--- src/rtl/id_stage.sv ---
// id_stage: IF/ID latch, decode, 16-entry register file and ID/EX register with load-use/halt interlock
// Ports: clk/rst (async active-low); instr_in/pc_in/valid_in from fetch; stall/flush pipeline control;
//        wb_en/wb_addr/wb_data writeback port; pc_en fetch enable; valid_out/pc_out/opcode/rd/
//        rs1_data/rs2_data/imm/reg_we registered ID/EX bundle.
module id_stage #(
    parameter int ARQ              = 16,
    parameter int MEMORY_ADDR_SIZE = 6,
    parameter int REG_ADDR         = 4
) (
    input  logic                        clk,
    input  logic                        rst,
    input  logic [ARQ-1:0]              instr_in,
    input  logic [MEMORY_ADDR_SIZE-1:0] pc_in,
    input  logic                        valid_in,
    input  logic                        stall,
    input  logic                        flush,
    input  logic                        wb_en,
    input  logic [REG_ADDR-1:0]         wb_addr,
    input  logic [ARQ-1:0]              wb_data,
    output logic                        pc_en,
    output logic                        valid_out,
    output logic [MEMORY_ADDR_SIZE-1:0] pc_out,
    output logic [3:0]                  opcode,
    output logic [REG_ADDR-1:0]         rd,
    output logic [ARQ-1:0]              rs1_data,
    output logic [ARQ-1:0]              rs2_data,
    output logic [ARQ-1:0]              imm,
    output logic                        reg_we
);
    logic [ARQ-1:0]              r_ifid_instr;
    logic [MEMORY_ADDR_SIZE-1:0] r_ifid_pc;
    logic                        r_ifid_valid;
    logic [ARQ-1:0]              r_regs [1<<REG_ADDR];
    logic [3:0]                  w_op;
    logic [3:0]                  w_dec_op;
    logic [REG_ADDR-1:0]         w_rd;
    logic [REG_ADDR-1:0]         w_rs1_idx;
    logic [REG_ADDR-1:0]         w_rs2_idx;
    logic [ARQ-1:0]              w_rs1_val;
    logic [ARQ-1:0]              w_rs2_val;
    logic                        w_we;
    logic                        w_uses;
    logic                        w_wb_ok;
    logic                        w_hazard;
    logic                        w_halt;
    logic                        w_hold;

    assign w_op      = r_ifid_instr[15:12];
    // undefined opcodes collapse to NOP so nothing downstream acts on them
    assign w_dec_op  = (w_op <= 4'h8 || w_op == 4'hF) ? w_op : 4'h0;
    assign w_rd      = r_ifid_instr[8 +: REG_ADDR];
    assign w_rs1_idx = r_ifid_instr[4 +: REG_ADDR];
    assign w_rs2_idx = r_ifid_instr[0 +: REG_ADDR];
    assign w_we      = w_dec_op >= 4'h1 && w_dec_op <= 4'h6;
    assign w_uses    = (w_dec_op >= 4'h1 && w_dec_op <= 4'h4) || w_dec_op == 4'h7 || w_dec_op == 4'h8;
    assign w_wb_ok   = wb_en && wb_addr != '0;
    // write-through: a register being written this cycle is read as its new value
    assign w_rs1_val = (w_wb_ok && wb_addr == w_rs1_idx) ? wb_data : r_regs[w_rs1_idx];
    assign w_rs2_val = (w_wb_ok && wb_addr == w_rs2_idx) ? wb_data : r_regs[w_rs2_idx];
    assign w_hazard  = valid_out && opcode == 4'h6 && rd != '0 && r_ifid_valid && w_uses &&
                       (w_rs1_idx == rd || w_rs2_idx == rd);
    // a valid HALT parks in ID/EX; holding both registers keeps it there until flush/reset
    assign w_halt    = valid_out && opcode == 4'hF;
    assign w_hold    = stall || w_halt;
    assign pc_en     = ~(stall | w_hazard | w_halt) | flush;

    always_ff @(posedge clk or negedge rst) begin
        if (!rst) begin
            for (int i = 0; i < (1 << REG_ADDR); i++) r_regs[i] <= '0;
        end else if (w_wb_ok) begin
            r_regs[wb_addr] <= wb_data;
        end
    end

    always_ff @(posedge clk or negedge rst) begin
        if (!rst) begin
            r_ifid_instr <= '0;
            r_ifid_pc    <= '0;
            r_ifid_valid <= 1'b0;
            valid_out    <= 1'b0;
            pc_out       <= '0;
            opcode       <= '0;
            rd           <= '0;
            rs1_data     <= '0;
            rs2_data     <= '0;
            imm          <= '0;
            reg_we       <= 1'b0;
        end else if (flush) begin
            r_ifid_valid <= 1'b0;
            valid_out    <= 1'b0;
            reg_we       <= 1'b0;
        end else if (!w_hold) begin
            if (!w_hazard) begin
                r_ifid_instr <= instr_in;
                r_ifid_pc    <= pc_in;
                r_ifid_valid <= valid_in;
            end
            valid_out <= r_ifid_valid && !w_hazard;
            reg_we    <= r_ifid_valid && w_we && !w_hazard;
            pc_out    <= r_ifid_pc;
            opcode    <= w_dec_op;
            rd        <= w_rd;
            rs1_data  <= w_rs1_val;
            rs2_data  <= w_rs2_val;
            imm       <= {{(ARQ-8){1'b0}}, r_ifid_instr[7:0]};
        end
    end
endmodule

--- config.mk ---
export PLATFORM = sky130hd
export DESIGN_NAME = id_stage
export DESIGN_NICKNAME = d
export VERILOG_FILES = /design/src/rtl/id_stage.sv
export SDC_FILE = /design/constraint.sdc
export NUM_CORES = 1
export LEC_CHECK = 0
export ABC_AREA = 0
export BUFFER_PORTS_ARGS = -buffer_cell sky130_fd_sc_hd__buf_2
export CELL_PAD_IN_SITES_DETAIL_PLACEMENT = 1
export CELL_PAD_IN_SITES_GLOBAL_PLACEMENT = 1
export CORE_UTILIZATION = 55
export DETAILED_ROUTE_END_ITERATION = 16
export MAX_ROUTING_LAYER = met4
export PLACE_DENSITY = 0.95
export SLEW_MARGIN = 40
export SYNTH_ARGS = -nofsm -noshare
export SYNTH_HDL_FRONTEND = slang
export SYNTH_SLANG_ARGS = --single-unit
--- constraint.sdc ---
create_clock -name clk -period 3.6 [get_ports clk]
set_clock_uncertainty 0.15 [all_clocks]
set_input_delay 0.18 -clock clk [delete_from_list [all_inputs] [get_ports clk]]
set_output_delay 0.18 -clock clk [all_outputs]
set_load 0.1 [all_outputs]
Word-level counts from Yosys, hierarchy flattened
Cells that the tools add are included.

Register bits after elaboration: 335. Output and inout bits: 65.

Muxes and demuxes: 19. Reduce and logical (&&, ||, !) cells: 26. Bitwise logic cells: 10. Order comparisons: 8. Equality and inequality tests: 11.

Operators with widths (number): 256-bit bitwise mux (1); 16-bit binary-select mux with 4-bit select (2); 16-bit two-way mux (7); 16-bit demux with 4-bit select (1); 4-bit == test (4); 5-bit >= comparator (second input constant) (3); 1-bit logical AND (15); 4-bit inverter with 5-bit output (3); 4-bit == test (second input constant) (3); 4-bit by 3-bit == test with 1-bit output (second input constant) (2); 4-bit by 3-bit <= comparator with 1-bit output (second input constant) (2); 4-bit nonzero test (2); 1-bit two-way mux (7); 1-bit logical OR (5); 5-bit by 1-bit < comparator with 1-bit output (second input constant) (1); 4-bit by 1-bit >= comparator with 1-bit output (second input constant) (1); 4-bit <= comparator (second input constant) (1); 4-bit two-way mux (1); 2-bit inequality test (second input constant) (2); 1-bit inverter (4); 2-bit AND reduction (2); 1-bit bitwise OR (3); 3-bit AND reduction (1); 1-bit zero test (1).

Depth between registers and ports, before layout
Gate-level depths: netlist of the first run.

Depth after elaboration: 13. Mapped depth: 9. Gate-level depth less buffers: 5.

Worst setup path after synthesis of the first run
OpenSTA, ideal clock, no wires.

Path type: register -> output. Start: reg rd[0]. End: out pc_en. Data required time: 3270 ps. Slack: 122 ps. Data arrival time: 3148 ps. Cell stages (with the launch flop): 5. Cell sequence: dfrtp_1 or4_1 and4_1 o2111a_2 o21bai_1.

Word-level cells in the longest chain between the ends: 9. Elaborated cells between the ends (all ways): 12.

RTL lines: from (decl) (RTL line 24) `output logic [REG_ADDR-1:0] rd,`; from (signal assigned) (RTL line 102) `rd <= w_rd;`; 4-bit nonzero test (RTL line 60) `assign w_hazard = valid_out && opcode == 4'h6 && rd != '0 && r_ifid_valid && w_uses &&`; 1-bit logical AND (3 in a row) (RTL line 60); 1-bit logical AND * (RTL line 60); 1-bit bitwise OR * (2 in a row) (RTL line 65) `assign pc_en = ~(stall | w_hazard | w_halt) | flush;`; 1-bit inverter * (RTL line 65); 1-bit bitwise OR * (RTL line 65); to (decl) (RTL line 20) `output logic pc_en,`.

Every way passes the cells marked *; elsewhere a longest branch is shown, timed or not.

Worst setup path after layout of the first run
Start: reg r_ifid_instr[6]. End: out pc_en.

Word-level cells in the longest chain between the ends: 7.

RTL lines: from (decl) (RTL line 30) `logic [ARQ-1:0] r_ifid_instr;`; from (signal assigned) (RTL line 94) `r_ifid_instr <= instr_in;`; 4-bit == test (RTL line 61) `(w_rs1_idx == rd || w_rs2_idx == rd);`; 1-bit logical OR (RTL line 61); 1-bit logical AND (RTL line 60); 1-bit bitwise OR (2 in a row) (RTL line 65); 1-bit inverter (RTL line 65); 1-bit bitwise OR (RTL line 65).

Every way passes these cells.

==> results of run 1 <==
-- routing by layer --
metal | vias up | track usage (%) | part of all wire, %
met2 | 1209 | 66.1 | 47
met4 | 0 | 27.7 | 6.8
li1 | 4977 | - | -
met1 | 6934 | 52.5 | 35
met5 | - | - | 0
met3 | 404 | 11.3 | 11
-- synthesized netlist by cell type, types with 6 or more instances --
library cell / number
a21o_1: 12
mux2_4: 20
nand2_1: 74
dfrtp_1: 335
clkbuf_1: 61
mux2_2: 210
nand3_1: 23
nor3_1: 6
a21oi_1: 66
a22oi_1: 50
xor2_1: 9
buf_2: 46
mux2_1: 32
buf_6: 7
o211ai_1: 8
xnor2_1: 8
or3_1: 21
mux4_2: 92
nand2b_1: 6
nor2_1: 65
o2111ai_1: 8
mux2i_1: 72
buf_4: 14
-- kinds of logic after synthesis --
logic type / synth area share [%]
muxes: 34.0
DFF: 48.9
and+or+nand+nor: 6.16
AOI/OAI and AO/OA: 6.10
buffers and inverters: 3.95
xor gates and xnor gates: 0.869
other: 0.0219
-- stage by stage --
stage	hold slack (ns)	instances
6_report	0.0236	1818
5_1_grt	0.0216	1818
3_5_place_dp	0.0727	1714
3_3_place_gp	0.0785	1712
4_1_cts	0.00847	1816
2_1_floorplan	-0.266	1308
-- worst max path at each step --
stage	startpoint	to	slack, ns	cells after the start
2_1_floorplan	rd[0]$_DFFE_PN0P_	pc_en	0.12	4
3_5_place_dp	r_ifid_instr[1]$_DFFE_PN0P_	rs2_data[5]$_DFFE_PN0P_	0.72	6
6_report	r_ifid_instr[6]$_DFFE_PN0P_	pc_en	0.52	5
4_1_cts	r_ifid_instr[1]$_DFFE_PN0P_	rs2_data[5]$_DFFE_PN0P_	0.63	6
3_3_place_gp	r_ifid_instr[1]$_DFFE_PN0P_	rs2_data[14]$_DFFE_PN0P_	0.92	5
5_1_grt	r_ifid_instr[6]$_DFFE_PN0P_	pc_en	0.46	5
-- repair_timing --
action	4_1_cts	5_1_grt
hold buffers	37	0
endpoints found under the hold margin	174	0
gates resized for setup	0	0
-- cells in the final DEF, fill, tap and decap left out, drive strengths merged, types with 7 or more instances in the layout --
| cell | instances |
|---|---|
| a22oi | 50 |
| o211ai | 8 |
| a21oi | 66 |
| nand2 | 74 |
| mux2 | 262 |
| conb | 8 |
| mux2i | 72 |
| clkbuf | 52 |
| nor2 | 66 |
| o2111ai | 8 |
| nand2b | 7 |
| or3 | 21 |
| xnor2 | 8 |
| mux4 | 92 |
| a21o | 12 |
| clkinv | 9 |
| nand3 | 23 |
| buf | 143 |
| dlygate4sd3 | 37 |
| xor2 | 9 |
| dfrtp | 335 |
-- sequential cells by signal (all words and copies together) (netlist names) --
signal and count:
rs1_data 16, imm 8, r_ifid_instr 16, reg_we 1
pc_out 6, r_ifid_pc 6, valid_out 1, rs2_data 16
r_regs 256, opcode 4, r_ifid_valid 1, rd 4
-- area by class of cell --
type / instances / share of cell area [%]
Inverter: 3 / 0.0576
Antenna cell: 1 / 0.0128
Clock buffer: 51 / 5.21
Timing Repair Buffer: 181 / 6.63
Clock inverter: 14 / 0.890
Multi-Input combinational cell: 837 / 41.7
Sequential cell: 335 / 43.0
Tap cell: 396 / 2.54
-- worst register-to-register path: cells and delay by family (launching register included) --
family          cells  cell delay [ns]
compound gates      3             0.62
buf+inv             1             0.67
flops               1             0.83
mux                 1             0.30
simple gates        1             0.39
-- power by group through the flow --
stage	registers (mW)	clock network (mW)	logic, mW
after floorplan	6.08	0	2.28
after global placement	5.31	0	3.86
after detailed placement	5.47	0	4.13
after CTS	5.51	3.88	4.34
after global routing	5.61	4.01	4.57
final	5.58	3.88	4.42
==> flow_summary.yaml, run 1 <==
layout:
  nFillCells: 2865
  syn_to_final_growth_pct: 14.1
  stdcell_area_mm2: 0.0195
  drive_gt1_share_pct: 38.2
  finish.utilization_pct: 63.9
  multiInputGateArea_mm2: 0.00815
  seq_area_mm2: 0.00840
  final_nets: 1443
pwr:
  p_int_mw: 8.48
  p_clk_share_pct: 28.0
  p_sw_mw: 5.40
  swShare_pct: 38.9
  leakage_nw: 8.58
  total_power_mw: 13.9
  combPwrFrac_pct: 31.8
  ir_drop_uv: 389
  p_per_area_mw_per_mm2: 710
  p_seq_share_pct: 40.2
setup_path:
  crit_chain: "xor2_1, nor4_1, o2111a_2, o21bai_1, buf_2"
  crit_type: "reg2out"
  cp.arrival_ns: 2.75
  rr_endpoint: "rs2_data[5]$_DFFE_PN0P_"
  reg2reg_depth: 6
  critPathMaxStageDelay_ns: 0.89
  crit_path_top_delay_cell: "dfrtp_1"
  crit_path_end_kind: "output port"
  rrSetupSlack_ns: 0.56
  startpoint_type: "flop"
  critPathMaxFanout: 17
  r2r-start: "r_ifid_instr[1]$_DFFE_PN0P_"
  cp.buffers_inverters: 1
  cp_data_required_time_ns: 3.27
  crit_family: "flip-flops"
clock_network:
  cts-root-buf: "clkbuf_16"
  numCtsBuffers: 37
  htree_levels: 2
  cts_tree: "built"
  clk_latency_ns: 0.55
  cts.path.max_buffers: 3
  path_clk_slew_ns: 0.07
  postCtsSetupBuffers: 0
  numClockSinks: 335
die:
  die_w_um: 178
  dieArea_mm2: 0.0319
  die_h_um: 178
  num_rows: 64
  core_mm2: 0.0306
  io_pins: 113
  start_util_pct: 56.0
detailed_routing:
  wl_per_cell_um: 36.1
  antenna_left: 0
  dr.first_iter.drc_count: 1586
  drc: 0
  vias: 13524
  drt-vias-per-instance: 7.44
  firstDrtPassIters: 5
  wl_um: 65700
grt:
  grt_max_degree: 82
  grt_pass1_vias: 14759
  antenna_found_initial: 1
  track_usage_pct: 43.8
  grt_pass1_wl_um: 97600
  gr-total-overflow: 0
place:
  io_buffer_count: 104
  dp_hpwl_um: 36500
  routabilityCongestion: 0.838
  place_area_mm2: 0.0180
  place_ws_ns: 0.720
outcome:
  status: "finished clean"
synthesis:
  synth_edf_count: 0
  syn_inst: 1301
  netlist.top_cell.by_area: "dfrtp_1"
  synth-seq-cells: 335
  yosysTopAreaCellShare_pct: 48.9
  synth_seq_area_share_pct: 48.9
  ys.flop_type: "dfrtp_1"
  synthArstFlopShare_pct: 100
  yosys.cell_types.count: 49
  syn_avg_cell_area_um2: 13.2
  ys_warn_count: 0
  syn_area_mm2: 0.0171
  synthTopCellsByArea: "dfrtp_1 (49%), mux2_2 (14%), mux4_2 (12%)"
timing:
  min_period_ns: 3.08
  finalSetupViolations: 0
  slew_viol_final: 0
  finalCritPeriodShare_pct: 85.6
  fin_tns_setup_ns: 0
  hold_viol_final: 0
  relSlewSlack_pct: 40.7
  fmax_mhz: 324
  setup_ws_ns: 0.518
  tightest_slew_ns: 0.889
  grt_setup_unrepaired: "no"
min_path:
  hold_path.class: "in2reg"
  hold_end: "r_regs[79]$_DFFE_PN0P_"
  min_path_cells: 2
  worstHoldStart: "wb_data[15]"
run:
  maxCapViolations: 0
Note: power is estimated with default switching activity, not from simulation.
==> run 2, diff against run 1 <==
==> constraint.sdc (replaced) <==
create_clock -name clk -period 3.6 [get_ports clk]
set_clock_uncertainty 0.15 [all_clocks]
set_input_delay 0 -clock clk [delete_from_list [all_inputs] [get_ports clk]]
set_output_delay 0 -clock clk [all_outputs]
set_load 0.1 [all_outputs]
==> flow_summary.yaml, run 2 (synthesized netlist as in run 1, its figures left out) <==
die:
  start_util_pct: 56.0
  core_mm2: 0.0306
  die_h_um: 178
  dieArea_mm2: 0.0319
  io_pins: 113
  num_rows: 64
  die_w_um: 178
layout:
  syn_to_final_growth_pct: 15.4
  drive_gt1_share_pct: 38.2
  multiInputGateArea_mm2: 0.00815
  seq_area_mm2: 0.00840
  largest_reg_flops: 256
  final_cell_count_no_fill: 1829
  stdcell_area_mm2: 0.0198
  nFillCells: 2853
  mostFrequentLayoutCell: "dfrtp_1"
  n_antenna_cell: 0
  max_flop_register: "r_regs"
  final_nets: 1454
  layout_common_cells: "dfrtp_1 (331), mux2_2 (210), buf_2 (103)"
  finish.utilization_pct: 64.6
grt:
  grt_max_degree: 67
  track_usage_pct: 44.4
  antenna_found_initial: 0
  grt_pass1_vias: 14900
  grt_pass1_wl_um: 98600
  gr-total-overflow: 0
setup_path:
  rr_endpoint: "r_ifid_valid$_DFFE_PN0P_"
  critPathMaxFanout: 34
  startpoint_type: "flop"
  reg2reg_depth: 7
  crit_top_cell: "dlygate4sd3_1"
  crit_start: "r_ifid_instr[1]$_DFFE_PN0P_"
  cp.arrival_ns: 3.56
  crit_type: "reg2reg"
  cp_data_required_time_ns: 3.87
  r2r-start: "r_ifid_instr[1]$_DFFE_PN0P_"
  crit_path_end_kind: "flop"
  rrSetupSlack_ns: 0.31
  endpoint: "r_ifid_valid$_DFFE_PN0P_"
  critPathMaxStageDelay_ns: 0.84
  crit_chain: "xor2_1, nor4_1, o2111a_2, nand3b_1, dlygate4sd3_1, a21oi_1, dlygate4sd3_1"
  crit_path_top_delay_cell: "dfrtp_4"
clock_network:
  numCtsBuffers: 38
  htree_levels: 2
  postCtsSetupBuffers: 0
  cts_tree: "built"
  path_clk_slew_ns: 0.07
  cts.path.max_buffers: 3
  numClockSinks: 335
  cts-root-buf: "clkbuf_16"
  clk_latency_ns: 0.54
timing:
  relSlewSlack_pct: 39.1
  min_period_ns: 3.29
  finalSetupViolations: 0
  tightest_slew_ns: 0.911
  hold_viol_final: 0
  fmax_mhz: 304
  finalCritPeriodShare_pct: 91.3
  setup_ws_ns: 0.314
  slew_viol_final: 0
  grt_setup_unrepaired: "no"
  fin_tns_setup_ns: 0
detailed_routing:
  drt-vias-per-instance: 7.49
  firstDrtPassIters: 8
  dr.first_iter.drc_count: 1535
  vias: 13703
  wl_um: 67200
  wl_per_cell_um: 36.7
  antenna_left: 0
  drc: 0
place:
  routabilityCongestion: 0.855
  dp_hpwl_um: 35100
  place_ws_ns: 0.783
  place_area_mm2: 0.0180
  io_buffer_count: 104
  dpl.cell_count: 1714
run:
  maxCapViolations: 0
min_path:
  hold_path.class: "in2reg"
outcome:
  status: "finished clean"
pwr:
  ir_drop_uv: 540
  p_per_area_mw_per_mm2: 715
  leakage_nw: 8.69
-- run 2: cell types whose count changed in the layout (fill, tap and decap cells not counted), sizes merged --
cell         change
clkinv           -3
clkbuf           +8
clkinvlp         -1
bufinv           -1
dlygate4sd3      +9
inv              -1
diode            -1
buf              +1
-- run 2: final cells by class --
cell class                 count  area share (%)
clock buffer                  59            6.04
clock inverter                 8           0.456
inverter                       3          0.0570
multi-input combinational    837            41.2
sequential                   335            42.5
tap                          396            2.51
timing repair buffer         191            7.22
-- run 2: where the power goes --
| part | switching, mW | internal, mW |
|---|---|---|
| clock | 1.71 | 2.42 |
| sequential | 1.00 | 4.58 |
| combinational | 2.72 | 1.70 |
| total | 5.44 | 8.70 |
-- run 2: worst min-delay path by stage --
stage,to,cells after the start,start
floorplan,imm[0]$_DFFE_PN0P_,0,rst
global placement,pc_out[1]$_DFFE_PN0P_,1,rst
detailed placement,pc_out[1]$_DFFE_PN0P_,1,rst
CTS,r_ifid_pc[4]$_DFFE_PN0P_,3,pc_in[4]
global route,r_ifid_pc[4]$_DFFE_PN0P_,3,pc_in[4]
finish,r_ifid_pc[4]$_DFFE_PN0P_,3,pc_in[4]
-- run 2: worst max-delay path: cells and delay by family, from the launching register on --
family                    cells  cell delay [ns]
and+or+nand+nor               2             0.48
xor gates and xnor gates      1             0.15
AOI/OAI and AO/OA             2             0.41
buffers and inverters         2             1.13
DFF                           1             0.84
-- run 2: repair_timing --
action                                  in CTS  in global routing
endpoints found under the setup margin       0                  0
hold buffers                                47                  0
gates resized for setup                      0                  0
endpoints found under the hold margin      462                  0
-- run 2: routing by layer --
| metal | global-route usage (%) | share of wire (%) |
|---|---|---|
| met2 | 68.6 | 47 |
| met3 | 10.1 | 10 |
| met1 | 52.1 | 35 |
| met5 | - | 0 |
| met4 | 29.8 | 8.1 |
-- run 2: metrics by stage --
| stage | total power [mW] | hold WS, ns |
|---|---|---|
| 2_1_floorplan | 8.36 | -0.446 |
| 3_3_place_gp | 9.16 | 0.0297 |
| 3_5_place_dp | 9.55 | -0.190 |
| 4_1_cts | 13.9 | 0.0811 |
| 5_1_grt | 14.4 | 0.108 |
| 6_report | 14.1 | 0.0814 |
==> run 3, diff against run 2 <==
Settings changed: GPL_TIMING_DRIVEN set to 1.
Clock period 3.6 ns to 3.9 ns, I/O delays scaled along.
==> flow_summary.yaml, run 3 (synthesized netlist as in run 1, its figures left out) <==
setup_path:
  crit_path_end_kind: "flop"
  crit_start: "r_ifid_instr[6]$_DFFE_PN0P_"
  crit_type: "reg2reg"
  startpoint_type: "flop"
  r2r-start: "r_ifid_instr[6]$_DFFE_PN0P_"
  critPathMaxFanout: 17
  cp.arrival_ns: 3.67
  cp_data_required_time_ns: 4.16
die:
  start_util_pct: 56.0
  io_pins: 113
  die_h_um: 178
  num_rows: 64
  die_w_um: 178
  dieArea_mm2: 0.0319
  core_mm2: 0.0306
place:
  dp_hpwl_um: 35600
  place_area_mm2: 0.0179
  routabilityCongestion: 0.865
  place_ws_ns: 1.07
  io_buffer_count: 104
detailed_routing:
  wl_um: 69000
  dr.first_iter.drc_count: 1710
  firstDrtPassIters: 5
  wl_per_cell_um: 37.9
  drt-vias-per-instance: 7.55
  drc: 0
  antenna_left: 0
  vias: 13721
run:
  maxCapViolations: 0
timing:
  setup_ws_ns: 0.488
  grt_setup_unrepaired: "no"
  fin_tns_setup_ns: 0
  hold_viol_final: 0
  fmax_mhz: 293
  relSlewSlack_pct: 27.7
  finalCritPeriodShare_pct: 87.5
  whs_ns: 0.101
  finalSetupViolations: 0
  slew_viol_final: 0
  tightest_slew_ns: 1.08
  min_period_ns: 3.41
outcome:
  status: "finished clean"
grt:
  grt_pass1_vias: 14704
  track_usage_pct: 44.0
  antenna_found_initial: 1
  grt_max_degree: 90
  gr-total-overflow: 0
  grt_pass1_wl_um: 97800
layout:
  final_nets: 1449
  drive_gt1_share_pct: 38.1
  stdcell_area_mm2: 0.0197
  mostFrequentLayoutCell: "dfrtp_1"
  syn_to_final_growth_pct: 15.1
  nFillCells: 2831
  largest_reg_flops: 256
  max_flop_register: "r_regs"
  layout_common_cells: "dfrtp_1 (330), mux2_2 (210), buf_2 (103)"
clock_network:
  numClockSinks: 335
  postCtsSetupBuffers: 0
  cts.hold.buffers_added: 47
  post_cts_resized: 0
  clk_latency_ns: 0.55
  cts.path.max_buffers: 3
  numCtsBuffers: 38
  htree_levels: 2
  path_clk_slew_ns: 0.06
  cts_tree: "built"
  cts-root-buf: "clkbuf_16"
pwr:
  p_per_area_mw_per_mm2: 654
  leakage_nw: 8.64
  ir_drop_uv: 465
min_path:
  worstHoldStart: "instr_in[11]"
  hold_path.class: "in2reg"
==> run 3: cell types whose count changed in the layout (fill, tap and decap cells not counted), sizes merged <==
cell / previous run / this run
buf: 144 / 140
clkbuf: 60 / 56
clkinv: 6 / 3
bufinv: 2 / 0
diode: 0 / 1
inv: 3 / 4
==> run 3: layout make-up <==
class | count | area, µm² | share of cell area (%)
flip-flops and latches | 335 | 8400 | 42.6
multi-input cells | 837 | 8200 | 41.6
repair buffers | 186 | 1440 | 7.28
clock buffers | 56 | 1150 | 5.83
well taps | 396 | 495 | 2.51
clock inverters | 4 | 23.8 | 0.121
inverters | 3 | 11.3 | 0.0571
diodes | 1 | 2.50 | 0.0127
==> run 3: final timing paths <==
path                                                endpoint  slack [ns]  cells after the start
worst max-delay path                r_ifid_valid$_DFFE_PN0P_        0.49                      7
worst min-delay path            r_ifid_instr[11]$_DFFE_PN0P_        0.10                      3
worst max register to register      r_ifid_valid$_DFFE_PN0P_        0.49                      7
worst min register to register       r_regs[249]$_DFFE_PN0P_        0.26                      0
max in group asynchronous            r_regs[160]$_DFFE_PN0P_        2.51                      4
min in group asynchronous       r_ifid_instr[15]$_DFFE_PN0P_        0.33                      3
==> run 3: per-stage QoR <==
step | total power [mW] | std cells | utilization (%)
final | 12.9 | 1818 | 64.5
after global placement | 8.45 | 1705 | 58.5
after floorplan | 7.71 | 1308 | -
after detailed placement | 8.85 | 1706 | 58.6
after CTS | 12.5 | 1813 | 64.1
after global routing | 13.1 | 1818 | 64.5
==> run 3: layer usage <==
metal	vias to the layer above	GRT usage [%]	routed length, µm
li1	4978	-	-
met1	6965	50.5	23300
met2	1297	66.4	32000
met3	481	12.2	7930
met4	0	31.5	5730
met5	-	-	0
==> run 3: power breakdown <==
part,switching (mW),internal (mW)
clock network,1.53,2.03
registers,0.976,4.23
logic,2.56,1.57
==> run 3: worst max-delay path, stage by stage (launching register included) <==
cell and delay (ns):
dfrtp_1 0.89, xor2_1 0.15, nor4_1 0.43, o2111a_2 0.33
nand3b_1 0.16, dlygate4sd3_1 0.56, a21oi_1 0.06, dlygate4sd3_1 0.56
